<file path="config.mk">
export PLATFORM = sky130hd
export DESIGN_NAME = stdout_uart_tx
export DESIGN_NICKNAME = d
export VERILOG_FILES = /design/src/rtl/stdout_uart_tx.sv
export SDC_FILE = /design/constraint.sdc
export NUM_CORES = 1
export LEC_CHECK = 0
export BUFFER_PORTS_ARGS = -buffer_cell sky130_fd_sc_hd__buf_2
export CELL_PAD_IN_SITES_DETAIL_PLACEMENT = 0
export CELL_PAD_IN_SITES_GLOBAL_PLACEMENT = 1
export CORE_MARGIN = 2
export CORE_UTILIZATION = 39
export CTS_CLUSTER_DIAMETER = 30
export DETAILED_ROUTE_END_ITERATION = 16
export PLACE_DENSITY = 0.73
export SLEW_MARGIN = 20
export SYNTH_ARGS = -nofsm -noshare
export SYNTH_HDL_FRONTEND = slang
export SYNTH_SLANG_ARGS = --single-unit
</file>
<file path="constraint.sdc">
create_clock -name clk_i -period 1.85 [get_ports clk_i]
set_input_delay 0.185 -clock clk_i [delete_from_list [all_inputs] [get_ports clk_i]]
set_output_delay 0.185 -clock clk_i [all_outputs]
set_load 0.02 [all_outputs]
</file>
<file path="src/rtl/stdout_uart_tx.sv">
// 16-bit stdout word -> four uppercase hex chars + line terminator over 8N1 UART.
// Optional: define STDOUT_UART_CRLF_EN to terminate each word with CR LF instead of LF.
module stdout_uart_tx #(
    parameter int CLKS_PER_BIT = 868
) (
    input  logic        clk_i,
    input  logic        rst_ni,
    input  logic        stdout_val_i,
    input  logic [15:0] stdout_data_i,
    output logic        stdout_rdy_o,
    output logic        uart_tx_o,
    output logic        busy_o
);

    localparam int BW = (CLKS_PER_BIT > 1) ? $clog2(CLKS_PER_BIT) : 1;
    localparam logic [BW-1:0] BAUD_MAX = BW'(CLKS_PER_BIT - 1);
`ifdef STDOUT_UART_CRLF_EN
    localparam logic [2:0] LAST_CHAR = 3'd5;
`else
    localparam logic [2:0] LAST_CHAR = 3'd4;
`endif

    typedef enum logic [1:0] {
        IDLE,
        START,
        DATA,
        STOP
    } state_t;

    state_t          state;
    logic [15:0]     word;
    logic [2:0]      char_idx;
    logic [2:0]      bit_cnt;
    logic [BW-1:0]   baud;
    logic [7:0]      shreg;
    logic [3:0]      nib;
    logic [7:0]      cur_char;
    logic            bit_end;

    assign bit_end      = (baud == BAUD_MAX);
    assign stdout_rdy_o = rst_ni && (state == IDLE);
    assign busy_o       = (state != IDLE);

    always_comb begin
        nib = 4'h0;
        unique case (char_idx[1:0])
            2'd0: nib = word[15:12];
            2'd1: nib = word[11:8];
            2'd2: nib = word[7:4];
            2'd3: nib = word[3:0];
        endcase
    end

    // Indices past the four hex digits select the terminator bytes.
    always_comb begin
        cur_char = 8'h0A;
        if (char_idx < 3'd4) begin
            if (nib < 4'd10) cur_char = 8'h30 + {4'h0, nib};
            else             cur_char = 8'h37 + {4'h0, nib};
        end
`ifdef STDOUT_UART_CRLF_EN
        else if (char_idx == 3'd4) begin
            cur_char = 8'h0D;
        end
`endif
    end

    always_ff @(posedge clk_i) begin
        if (!rst_ni) begin
            state     <= IDLE;
            uart_tx_o <= 1'b1;
            word      <= 16'h0;
            char_idx  <= 3'd0;
            bit_cnt   <= 3'd0;
            baud      <= '0;
            shreg     <= 8'h0;
        end else begin
            unique case (state)
                IDLE: begin
                    if (stdout_val_i) begin
                        word      <= stdout_data_i;
                        char_idx  <= 3'd0;
                        bit_cnt   <= 3'd0;
                        baud      <= '0;
                        uart_tx_o <= 1'b0;
                        state     <= START;
                    end
                end
                START: begin
                    if (bit_end) begin
                        baud      <= '0;
                        bit_cnt   <= 3'd0;
                        uart_tx_o <= cur_char[0];
                        shreg     <= {1'b0, cur_char[7:1]};
                        state     <= DATA;
                    end else begin
                        baud <= baud + 1'b1;
                    end
                end
                DATA: begin
                    if (bit_end) begin
                        baud <= '0;
                        if (bit_cnt == 3'd7) begin
                            uart_tx_o <= 1'b1;
                            state     <= STOP;
                        end else begin
                            uart_tx_o <= shreg[0];
                            shreg     <= {1'b0, shreg[7:1]};
                            bit_cnt   <= bit_cnt + 3'd1;
                        end
                    end else begin
                        baud <= baud + 1'b1;
                    end
                end
                STOP: begin
                    if (bit_end) begin
                        baud <= '0;
                        if (char_idx == LAST_CHAR) begin
                            state <= IDLE;
                        end else begin
                            char_idx  <= char_idx + 3'd1;
                            uart_tx_o <= 1'b0;
                            state     <= START;
                        end
                    end else begin
                        baud <= baud + 1'b1;
                    end
                end
            endcase
        end
    end

endmodule

</file>
After elaboration in Yosys (flattened, before gate mapping) --
Index checks and enable logic that the tools add are counted.
Storage, ports and cells: register bits after elaboration 43, output and inout bits 3, word-level logic and storage cells 76
Cells by class: add/sub/neg operators 5, order comparisons 2, eq/ne operators 16, muxes and demuxes 32, reductions and logical operators 14
Operators with widths (count):
- 2-to-1 mux 8 bit | 3
- 2-to-1 mux 10 bit | 2
- case mux 10 bit (2 select lines) | 1
- 2-to-1 mux 3 bit | 6
- case mux 4 bit (4 select lines) | 1
- case mux 8 bit (2 select lines) | 1
- AND reduction 5 bit | 3
- adder 6 x 4 -> 7 bit (first input constant) | 2
- 2-to-1 mux 7 bit | 2
- inequality test 2 bit (second input constant) | 7
- adder 10 x 1 -> 10 bit (second input constant) | 1
- == test 10 bit (second input constant) | 1
- 2-to-1 mux 2 bit | 5
- case mux 3 bit (3 select lines) | 1
- == test 2 bit (second input constant) | 4
- case mux 2 bit (4 select lines) | 1
- AND reduction 4 bit | 2
- 2-to-1 mux 1 bit | 7
- adder 3 x 1 -> 3 bit (second input constant) | 2
- == test 3 bit (second input constant) | 2
- case mux 3 bit (2 select lines) | 1
- nonzero test 2 bit | 3
- == test 2 x 1 -> 1 bit (second input constant) | 2
- zero test 2 bit | 2
- other kinds (7) | 7

Longest topological paths before layout --
Gate-level depths: netlist of the first run.
depth in word-level cells 7, depth in mapped cells 9

Worst setup path before layout of the first run --
Ideal clock, no wire load.
kind flip-flop to flip-flop, start point register char_idx[1], end point register shreg[1], setup time 0.095 ns, arrival 1.770 ns, data required time 1.755 ns, path slack -0.015 ns, stages on the path, launching flop included 10, buffers on the path 0, path through dfxtp_1 inv_1 ha_1 a222oi_1 mux2i_1 inv_1 ha_1 and4b_1 o21ai_0 a221oi_1
On the way: longest elaborated chain between the ends 7, elaborated cells between the ends (all ways) 13, those cells by class add/sub: 2; order compare: 2; eq/ne: 3; mux: 5; reduce/logical: 1
RTL lines:
- from (decl) | line 32 | logic [2:0] char_idx;
- from (signal assigned) | line 121 | char_idx <= char_idx + 3'd1;
- == test 2 bit, or another cell as far along | line 46 | unique case (char_idx[1:0])
- case mux 4 bit (4 select lines) | line 46
- adder 6 x 4 -> 7 bit, or another cell as far along | line 59 | else cur_char = 8'h37 + {4'h0, nib};
- 2-to-1 mux 7 bit | line 58 | if (nib < 4'd10) cur_char = 8'h30 + {4'h0, nib};
- 2-to-1 mux 7 bit * | line 57 | if (char_idx < 3'd4) begin
- 2-to-1 mux 8 bit * | line 90 | if (bit_end) begin
- case mux 8 bit (2 select lines) * | line 78 | unique case (state)
- to (signal assigned) | line 94 | shreg <= {1'b0, cur_char[7:1]};
- to (signal assigned) | line 108 | shreg <= {1'b0, shreg[7:1]};
- to (decl) | line 35 | logic [7:0] shreg;
Every way passes the cells marked *; elsewhere a longest branch is shown, timed or not. The select of a mux whose other input is x is not followed. A chain may end at the register's enable or synchronous reset.

Worst setup path in the final report of the first run --
start point register char_idx[0], end point register uart_tx_o
On the way: longest elaborated chain between the ends 7, elaborated cells between the ends (all ways) 16, those cells by class add/sub: 2; order compare: 2; eq/ne: 5; mux: 5; reduce/logical: 2
RTL lines:
- == test 2 bit, or another cell as far along | line 46
- case mux 4 bit (4 select lines) | line 46
- adder 6 x 4 -> 7 bit, or another cell as far along | line 59
- 2-to-1 mux 7 bit | line 58
- 2-to-1 mux 7 bit | line 57
- 2-to-1 mux 1 bit | line 90
- case mux 1 bit (4 select lines) | line 78
- to (signal assigned) | line 93 | uart_tx_o <= cur_char[0];
- to (signal assigned) | line 107 | uart_tx_o <= shreg[0];
- to (decl) | line 11 | output logic uart_tx_o,
Parallel ways exist; a longest one is shown, timed or not. The select of a mux whose other input is x is not followed.

==> results of run 1 <==
-- state kept, by name, indices dropped and copies added, names as in the netlist --
name,flops
char_idx,3
bit_cnt,3
baud,10
state,2
word,16
shreg,6
uart_tx_o,1
-- per-layer routing --
layer	GRT usage [%]	vias up
li1	-	1064
met1	23.7	955
met2	32.6	33
met3	3.86	10
met4	8.07	0
met5	0	-
-- final timing paths --
kind         cells after the start              start   endpoint
min                              3  stdout_data_i[13]   word[13]
max                              9        char_idx[0]  uart_tx_o
min reg2reg                      2           shreg[2]   shreg[2]
max reg2reg                      9        char_idx[0]  uart_tx_o
-- cell usage after synthesis (2+ instances only) --
cell	instances	area (um^2)
a22oi_1	2	15.0
nor3_1	2	10.0
xor2_1	5	43.8
o211ai_1	2	15.0
a221oi_1	2	17.5
nor2b_1	2	12.5
o31ai_1	2	15.0
dfxtp_1	41	821
o21ai_0	13	65.1
a21boi_0	2	15.0
and2_1	6	37.5
nand2_1	52	195
inv_1	13	48.8
nand4_1	5	31.3
xnor2_1	4	35.0
o2bb2ai_1	3	26.3
nand3_1	8	40.0
a41oi_1	2	17.5
nand2b_1	3	18.8
a21oi_1	25	125
ha_1	14	175
a31oi_1	3	18.8
mux2i_1	5	50.1
nor2_1	21	78.8
and3_1	2	12.5
clkbuf_1	7	26.3
-- per-stage QoR --
stage / utilization [%] / instance area, um^2
2_1_floorplan: - / 2180
3_3_place_gp: 48.4 / 2630
3_5_place_dp: 48.4 / 2630
4_1_cts: 51.9 / 2820
5_1_grt: 53.4 / 2900
6_report: 53.4 / 2900
-- repair_timing --
item	CTS	global route
resized for setup	16	18
hold buffers	0	0
endpoints found under the setup margin	9	20
pin swaps	6	7
buffers inserted	2	2
-- cells by family (layout without fill, tap and decap cells) --
group           after synthesis  in the layout
buf+inv                      24             86
fa+ha+maj                    14             14
xor+xnor                      9              9
compound gates               68             68
mux                           5              5
simple gates                110            110
flops                        41             41
-- tightest hold or removal path, cell delays in order --
cell     delay [ns]
buf_2          0.09
nand2_1        0.05
a21oi_1        0.05
-- power groups by stage --
stage	logic, uW	clock network [uW]	registers [uW]
finish	1340	765	1070
global route	1500	827	1080
global placement	1240	0	1090
floorplan	752	0	1090
detailed placement	1250	0	1090
CTS	1270	798	1070
-- layout by cell type, fill, tap and decap left out, drive strengths merged, types with 3 or more instances in the layout --
cell and n:
ha 14, o21ai 13, a31oi 4, xor2 5, nand2 52, inv 13
nor2 21, and2 6, nand4 5, mux2i 5, xnor2 4, a21oi 25
nand2b 3, nand3 8, o2bb2ai 3, dfxtp 41, buf 64, clkbuf 6
-- layout make-up --
cell class,count,area [um^2],area share [%]
Clock buffer,6,82.6,2.84
Clock inverter,2,37.5,1.29
Inverter,14,55.1,1.90
Multi-Input combinational cell,206,1380,47.5
Sequential cell,41,826,28.4
Tap cell,72,90.1,3.10
Timing Repair Buffer,64,432,14.9
==> summary.md, run 1 <==
| Metric | Value |
|---|---|
| Largest net degree at the start of global routing | 18 |
| Highest metal used | met4 |
| Measured slew at the worst slew-check pin | 0.362 ns |
| Max Fclk | 519 MHz |
| CTS sink count | 41 |
| Post-Synth Simple-Gate Area | 23.7% |
| Synth-to-layout area growth | 33.2% |
| Critical path buffer and inverter count | 4 |
| Post-synth EDFFs | 0 |
| Final setup violation count | 4 |
| Skew final | 0.00948 ns |
| Core Box Area | 5440 um^2 |
| Clk slew on worst S/H paths | 0.09 ns |
| Arr. time, crit path | 2.18 ns |
| XOR/XNOR Fraction of Synth Area | 3.62% |
| Die Y | 78.8 um |
| Crit path kind | reg -> reg |
| Fin crit period | 1.93 ns |
| Synthesized area per cell | 8.04 um^2 |
| Clock Root Buffer | clkbuf_8 |
| Max incr delay on CP | 0.41 ns |
| Vias in the first global route | 2019 |
| Initial Util | 40.1% |
| Mapped Nets | 304 |
| Vias | 2062 |
| Int Pwr | 2040 uW |
| Synth Warn # | 0 |
| Synth Area in Compound Gates | 20.2% |
| DIE AREA | 6200 um^2 |
| Yosys cell types | 51 |
| Chip Width | 78.8 um |
| Share of layout cells above drive strength 1 | 30.6% |
| Clock share of power | 24.1% |
| Pre-CTS setup slack | -0.175 ns |
| Final Cycle Share | 104% |
| Peak VDD IR | 600 uV |
| Status | finished with violations |
| Boundary pin count | 22 |
| Hold WC Path Type | in -> reg |
| Switching pwr | 1130 uW |
| Critical-path cell list | inv_4 -> ha_1 -> inv_2 -> mux2i_2 -> inv_2 -> buf_4 -> or2_2 -> o211ai_1 -> a21bo_2 |
| DR WL/cell | 13.5 um |
| Total grt overflow | 0 |
| Main synth FF type | dfxtp_1 |
| Post-synth ARST share | 0% |
| Inserted Diodes | 0 |
| CP max stage cell | dfxtp_4 |
| Adder-Cell Fraction of Synth Area | 8.04% |
| Crit start category | register |
| GRT Util Overall | 19.2% |
| Cell with the most instances on the worst path | inv_2 |
| Routed wl met3 | 180 um |
| Gate power share | 42.2% |
| Layout Nets | 365 |
| DR DRC count | 0 |
| Number of CTS-inserted buffers | 5 |
| Max-cap check violation count | 0 |
| RSZ-0062 raised after global routing | yes |
| Max-slew headroom | 75.8% |
| Sequential Power Share | 33.7% |
| FILL cells | 532 |
| TNS Setup | -0.193 ns |
| First drt pass iteration count | 4 |
| Power Density | 1090 nW/um^2 |
| CP Max Fanout | 4 |
| Non-Filler Instances | 405 |
| Global-route wire length before repair | 9390 um |
| Drt total wl | 5470 um |
| Global placement routability congestion | 0.804 |
| Pleak | 0.00115 uW |
| Mapped Area | 2180 um^2 |
| Rows | 27 |
| Pwr Total | 3170 uW |
| Sequential fraction of the synthesis area | 37.7% |
| Post-Syn Instances | 271 |
| R2R setup slack | -0.08 ns |
| Port-buffer cells | 21 |
| DR iter-0 viols | 69 |
| Clock insertion delay at the later pin of the skew report | 0.30 ns |
| Routed Antenna Nets | 0 |
| Routed metal-1 wirelength | 2490 um |
| DR vias/cell | 5.09 |
| Flops & latches, synth | 41 |
| CP Data Required Time | 2.10 ns |
| Largest family of logic cells by synthesized area | simple AND/OR/NAND/NOR gates |
| WHS | 0.114 ns |
| Max-slew violations | 0 |
| Post-detail-place hpwl | 4010 um |
| Failing checks | negative setup slack |
| Initial antenna violation count | 0 |
| CTS tree | built |
| CP Capture Type | register |
| Switch share | 35.7% |
| Max Buffers Root-to-Sink | 2 |
| Mux contribution to synthesized area | 2.30% |
| Placed cells | 394 |
| Final hold violation count | 0 |
| Final WS setup | -0.0774 ns |
| H-tree depth | 2 |
| Wire length on met2 | 2690 um |
| Top Family by Delay on Critical Path | flip-flops |
No activity file was read; power rests on OpenSTA's default activity.
==> run 2: changes to the inputs <==
--- a/config.mk
+++ b/config.mk
@@ -5,7 +5,7 @@
 export SDC_FILE = /design/constraint.sdc
 export NUM_CORES = 1
 export LEC_CHECK = 0
-export BUFFER_PORTS_ARGS = -buffer_cell sky130_fd_sc_hd__buf_2
+export BUFFER_PORTS_ARGS = -buffer_cell sky130_fd_sc_hd__buf_4
 export CELL_PAD_IN_SITES_DETAIL_PLACEMENT = 0
 export CELL_PAD_IN_SITES_GLOBAL_PLACEMENT = 1
 export CORE_MARGIN = 2
==> run 2 against run 1 <==
Effect of this change: worst setup slack improved by 0.00082 ns; critical endpoint is now shreg[1]; critical path type unchanged; critical path depth unchanged; clock-buffer cell count is the same; the flow still finishes with violations (negative setup slack); clock power rose by 0.8%; clock skew fell by 0.0033 ns; cell area grew 0.56%.
==> summary.md, run 2 (same netlist as run 1, synthesis figures left out) <==
| Metric | Value |
|---|---|
| Final Instance Area | 2920 um^2 |
| Failing checks | negative setup slack |
| FILL cells | 547 |
| Final Cycle Share | 104% |
| Total grt overflow | 0 |
| DR DRC count | 0 |
| GRT Util Overall | 19.0% |
| Global placement routability congestion | 0.754 |
| Routed Antenna Nets | 0 |
| CP Data Required Time | 2.06 ns |
| Arr. time, crit path | 2.14 ns |
| Clock Root Buffer | clkbuf_8 |
| Worst R2R Path Depth | 9 |
| Max-slew violations | 0 |
| Placed cell area | 2660 um^2 |
| Layout Nets | 357 |
| Final setup violation count | 3 |
| Chip Width | 78.8 um |
| Initial antenna violation count | 0 |
| Crit path kind | reg -> reg |
| RSZ-0062 raised after global routing | yes |
| Max-slew headroom | 75.8% |
| Clk slew on worst S/H paths | 0.08 ns |
| Peak VDD IR | 462 uV |
| Hold depth | 3 |
| CTS tree | built |
| Port-buffer cells | 21 |
| Vias in the first global route | 1954 |
| Number of CTS-inserted buffers | 5 |
| Biggest register | word |
| Initial Util | 40.1% |
| CP Capture Type | register |
| CTS hold repair buffers | 0 |
| DR WL/cell | 13.7 um |
| CP Max Fanout | 3 |
| Die Y | 78.8 um |
| Power Density | 1100 nW/um^2 |
| Vias | 2028 |
| Pwr Total | 3210 uW |
| First drt pass iteration count | 4 |
| CTS sink count | 41 |
| Max Fclk | 519 MHz |
| Synth-to-layout area growth | 33.9% |
| Max Buffers Root-to-Sink | 2 |
| Global-route wire length before repair | 9180 um |
| Pleak | 0.00114 uW |
| Post-detail-place hpwl | 3940 um |
| DIE AREA | 6200 um^2 |
| Pre-CTS setup slack | -0.152 ns |
| DR vias/cell | 5.11 |
| Status | finished with violations |
| Largest net degree at the start of global routing | 18 |
| H-tree depth | 2 |
| Share of layout cells above drive strength 1 | 28.9% |
| R2R setup slack | -0.08 ns |
| Fin crit period | 1.93 ns |
| Core Box Area | 5440 um^2 |
| DR iter-0 viols | 74 |
| Hold WC Path Type | in -> reg |
| Final WS setup | -0.0766 ns |
| Most common cell after layout, fill and taps aside | buf_4 |
| Clock insertion delay at the later pin of the skew report | 0.31 ns |
| Crit start category | register |
| Fin util | 53.7% |
| Most frequent cells in the layout | buf_4, nand2_1, dfxtp_1, a21oi_1, nor2_1 |
| Boundary pin count | 22 |
| Final hold violation count | 0 |
| Inserted Diodes | 0 |
| Drt total wl | 5450 um |
| Max-cap check violation count | 0 |
| Measured slew at the worst slew-check pin | 0.362 ns |
| Rows | 27 |
| Skew final | 0.00618 ns |
| Largest registers | word x16, baud x10, shreg x6 |
| Max reg flops | 16 |
==> run 2: report_power, final <==
group / internal [uW] / switching (uW) / leakage, uW
clock: 439 / 332 / 0.0000574
combinational: 636 / 729 / 0.000743
sequential: 996 / 79.3 / 0.000335
total: 2070 / 1140 / 0.00114
==> run 2: per-stage QoR <==
step / std cells / setup TNS, ns / hold WS, ns
after global placement: 388 / -0.0764 / 0.432
after global routing: 397 / -0.718 / 0.125
after floorplan: 271 / 0 / 0.321
final: 397 / -0.161 / 0.123
after detailed placement: 388 / -0.397 / 0.440
after CTS: 396 / -0.202 / 0.115
==> run 2: layout make-up <==
| class | instances | area (um^2) | share of cell area (%) |
|---|---|---|---|
| multi-input cells | 206 | 1370 | 47.1 |
| repair buffers | 56 | 453 | 15.5 |
| clock inverters | 2 | 37.5 | 1.29 |
| well taps | 72 | 90.1 | 3.09 |
| clock buffers | 6 | 82.6 | 2.83 |
| inverters | 14 | 55.1 | 1.89 |
| flip-flops and latches | 41 | 827 | 28.3 |
==> run 2: what timing repair did <==
item,4_1_cts,5_1_grt
endpoints found under the hold margin,0,0
buffers inserted,0,1
endpoints found under the setup margin,6,15
pin swaps,10,6
gates resized for setup,15,21
==> run 2: final timing paths <==
kind | from | to
worst max-delay path | char_idx[1] | shreg[1]
worst min-delay path | stdout_data_i[11] | word[11]
worst max register to register | char_idx[1] | shreg[1]
worst min register to register | shreg[2] | shreg[2]
==> run 2: metal layers <==
layer	wire (um)	part of all wire (%)	vias up	track usage [%]
met3	150	2.8	8	4.09
met2	2620	48	33	31.5
met1	2590	48	935	24.4
li1	-	-	1052	-
met4	91	1.7	0	6.32
met5	0	0	-	0
==> run 2: critical path: stages, from the launching register on <==
cell	delay [ns]
dfxtp_2	0.34
buf_6	0.12
ha_4	0.15
a222oi_1	0.37
mux2i_2	0.16
inv_2	0.10
ha_4	0.13
and4b_1	0.17
o21ai_1	0.06
a221oi_1	0.24
==> run 3: changes to the inputs <==
--- a/config.mk
+++ b/config.mk
@@ -13,6 +13,7 @@
 export CTS_CLUSTER_DIAMETER = 30
 export DETAILED_ROUTE_END_ITERATION = 16
 export PLACE_DENSITY = 0.73
+export REMOVE_ABC_BUFFERS = 1
 export SLEW_MARGIN = 20
 export SYNTH_ARGS = -nofsm -noshare
 export SYNTH_HDL_FRONTEND = slang
==> run 3 against run 2 <==
Effect of this change: the flow still finishes with violations (negative setup slack); critical path depth is the same; non-clock buffer count grew 1; via count is the same; highest routed layer unchanged.
==> summary.md, run 3 (same netlist as run 1, synthesis figures left out) <==
| Metric | Value |
|---|---|
| Placed cells | 386 |
| H-tree depth | 2 |
| Die Y | 78.8 um |
| Initial antenna violation count | 0 |
| CTS hold repair buffers | 0 |
| Global placement routability congestion | 0.811 |
| CTS tree | built |
| Max Fclk | 527 MHz |
| DIE AREA | 6200 um^2 |
| Largest registers | word x16, baud x10, shreg x6 |
| FILL cells | 562 |
| Hold WC Path Type | in -> reg |
| Initial Util | 40.1% |
| Final setup violation count | 3 |
| CP Max Fanout | 3 |
| CP Launch Point | char_idx[1] |
| RSZ-0062 raised after global routing | yes |
| Crit start category | register |
| Number of CTS-inserted buffers | 5 |
| Routed Antenna Nets | 0 |
| Arr. time, crit path | 2.10 ns |
| Most common cell after layout, fill and taps aside | buf_4 |
| Max-slew headroom | 62.1% |
| Final Cycle Share | 103% |
| Failing checks | negative setup slack |
| Core Box Area | 5440 um^2 |
| Most frequent cells in the layout | buf_4, nand2_1, dfxtp_1, a21oi_1, nor2_1 |
| GRT Util Overall | 17.8% |
| R2R Path End | shreg[1] |
| Power Density | 1020 nW/um^2 |
| R2R setup slack | -0.05 ns |
| Skew final | 0.00631 ns |
| Critical Path Sink | shreg[1] |
| Crit path kind | reg -> reg |
| Peak VDD IR | 461 uV |
| Max Buffers Root-to-Sink | 2 |
| Clock insertion delay at the later pin of the skew report | 0.29 ns |
| Placed cell area | 2620 um^2 |
| Port-buffer cells | 21 |
| Vias | 2028 |
| Fin util | 52.1% |
| Worst R2R Path Depth | 9 |
| FF-to-FF Start | char_idx[1] |
| Max reg flops | 16 |
| Reg area | 827 um^2 |
| CTS sink count | 41 |
| Pleak | 0.00111 uW |
| Boundary pin count | 22 |
| CP Data Required Time | 2.05 ns |
| Post-detail-place hpwl | 3800 um |
| Status | finished with violations |
| Synth-to-layout area growth | 30.1% |
| Global-route wire length before repair | 8820 um |
| DR vias/cell | 5.10 |
| DR iter-0 viols | 81 |
| Final WS setup | -0.0477 ns |
| Max-cap check violation count | 0 |
| Largest net degree at the start of global routing | 18 |
| Final hold violation count | 0 |
| Clk slew on worst S/H paths | 0.08 ns |
| Share of layout cells above drive strength 1 | 27.6% |
| Biggest register | word |
| Total grt overflow | 0 |
| Drt total wl | 5020 um |
| DR DRC count | 0 |
| Chip Width | 78.8 um |
| Inserted Diodes | 0 |
| Vias in the first global route | 1985 |
| Rows | 27 |
| First drt pass iteration count | 4 |
| DR WL/cell | 12.6 um |
| Pre-CTS setup slack | -0.170 ns |
| Fin crit period | 1.90 ns |
| Max-slew violations | 0 |
| Clock Root Buffer | clkbuf_8 |
| Multi-input logic area | 1350 um^2 |
| Pwr Total | 2900 uW |
| Final Instance Area | 2840 um^2 |
| CP Capture Type | register |
| Measured slew at the worst slew-check pin | 0.568 ns |
| Layout Nets | 358 |
| Non-Filler Instances | 398 |
run 3: cell count changes in the layout (fill, tap and decap cells not counted), moves of 2 or more:
cell and change:
a21oi_2 +2, inv_1 +2, inv_2 -2, clkinv_2 +2, buf_12 -2, ha_1 +2, buf_4 +3
run 3: worst min-delay path by stage:
stage / slack, ns / to / cells after the start / start
finish: 0.13 / word[14] / 3 / stdout_data_i[14]
global route: 0.13 / word[14] / 3 / stdout_data_i[14]
CTS: 0.12 / word[9] / 3 / stdout_data_i[9]
detailed placement: 0.44 / word[9] / 3 / stdout_data_i[9]
global placement: 0.43 / word[11] / 3 / stdout_data_i[11]
floorplan: 0.30 / shreg[4] / 1 / rst_ni
run 3: metal layers:
layer | vias to the layer above | global-route usage (%) | wire [um]
met1 | 936 | 21.6 | 2330
met3 | 7 | 3.41 | 132
met5 | - | 0 | 0
met4 | 0 | 5.26 | 63
li1 | 1059 | - | -
met2 | 26 | 31.8 | 2490
run 3: cell type report:
| type | count | share of cell area (%) |
|---|---|---|
| Tap cell | 72 | 3.18 |
| Inverter | 14 | 1.94 |
| Timing Repair Buffer | 57 | 15.4 |
| Sequential cell | 41 | 29.2 |
| Multi-Input combinational cell | 206 | 47.4 |
| Clock buffer | 6 | 2.56 |
| Clock inverter | 2 | 0.353 |
run 3: worst max-delay path, stage by stage (launching register included):
cell      delay [ns]
dfxtp_2         0.35
inv_2           0.06
ha_4            0.15
a222oi_1        0.34
mux2i_1         0.15
inv_1           0.09
ha_2            0.19
and4b_1         0.18
o21ai_1         0.06
a221oi_1        0.24
run 3: timing repair:
item                                   in CTS  in global routing
resized for setup                          15                 15
buffers inserted                            1                  4
pin swaps                                   7                 12
endpoints found under the hold margin       0                  0
setup endpoints to repair                   6                 12
run 3: through the flow:
step                      TNS, ns  hold WS, ns
after CTS                  -0.105        0.124
after global placement     -0.232        0.433
after floorplan           -0.0225        0.302
after global routing       -0.879        0.133
after detailed placement   -0.525        0.441
final                     -0.0793        0.128
run 3: report_power, final:
group	internal (uW)	leakage, uW	switching [uW]
combinational	563	0.000733	692
clock	262	0.0000450	310
sequential	996	0.000335	80.0
total	1820	0.00111	1080
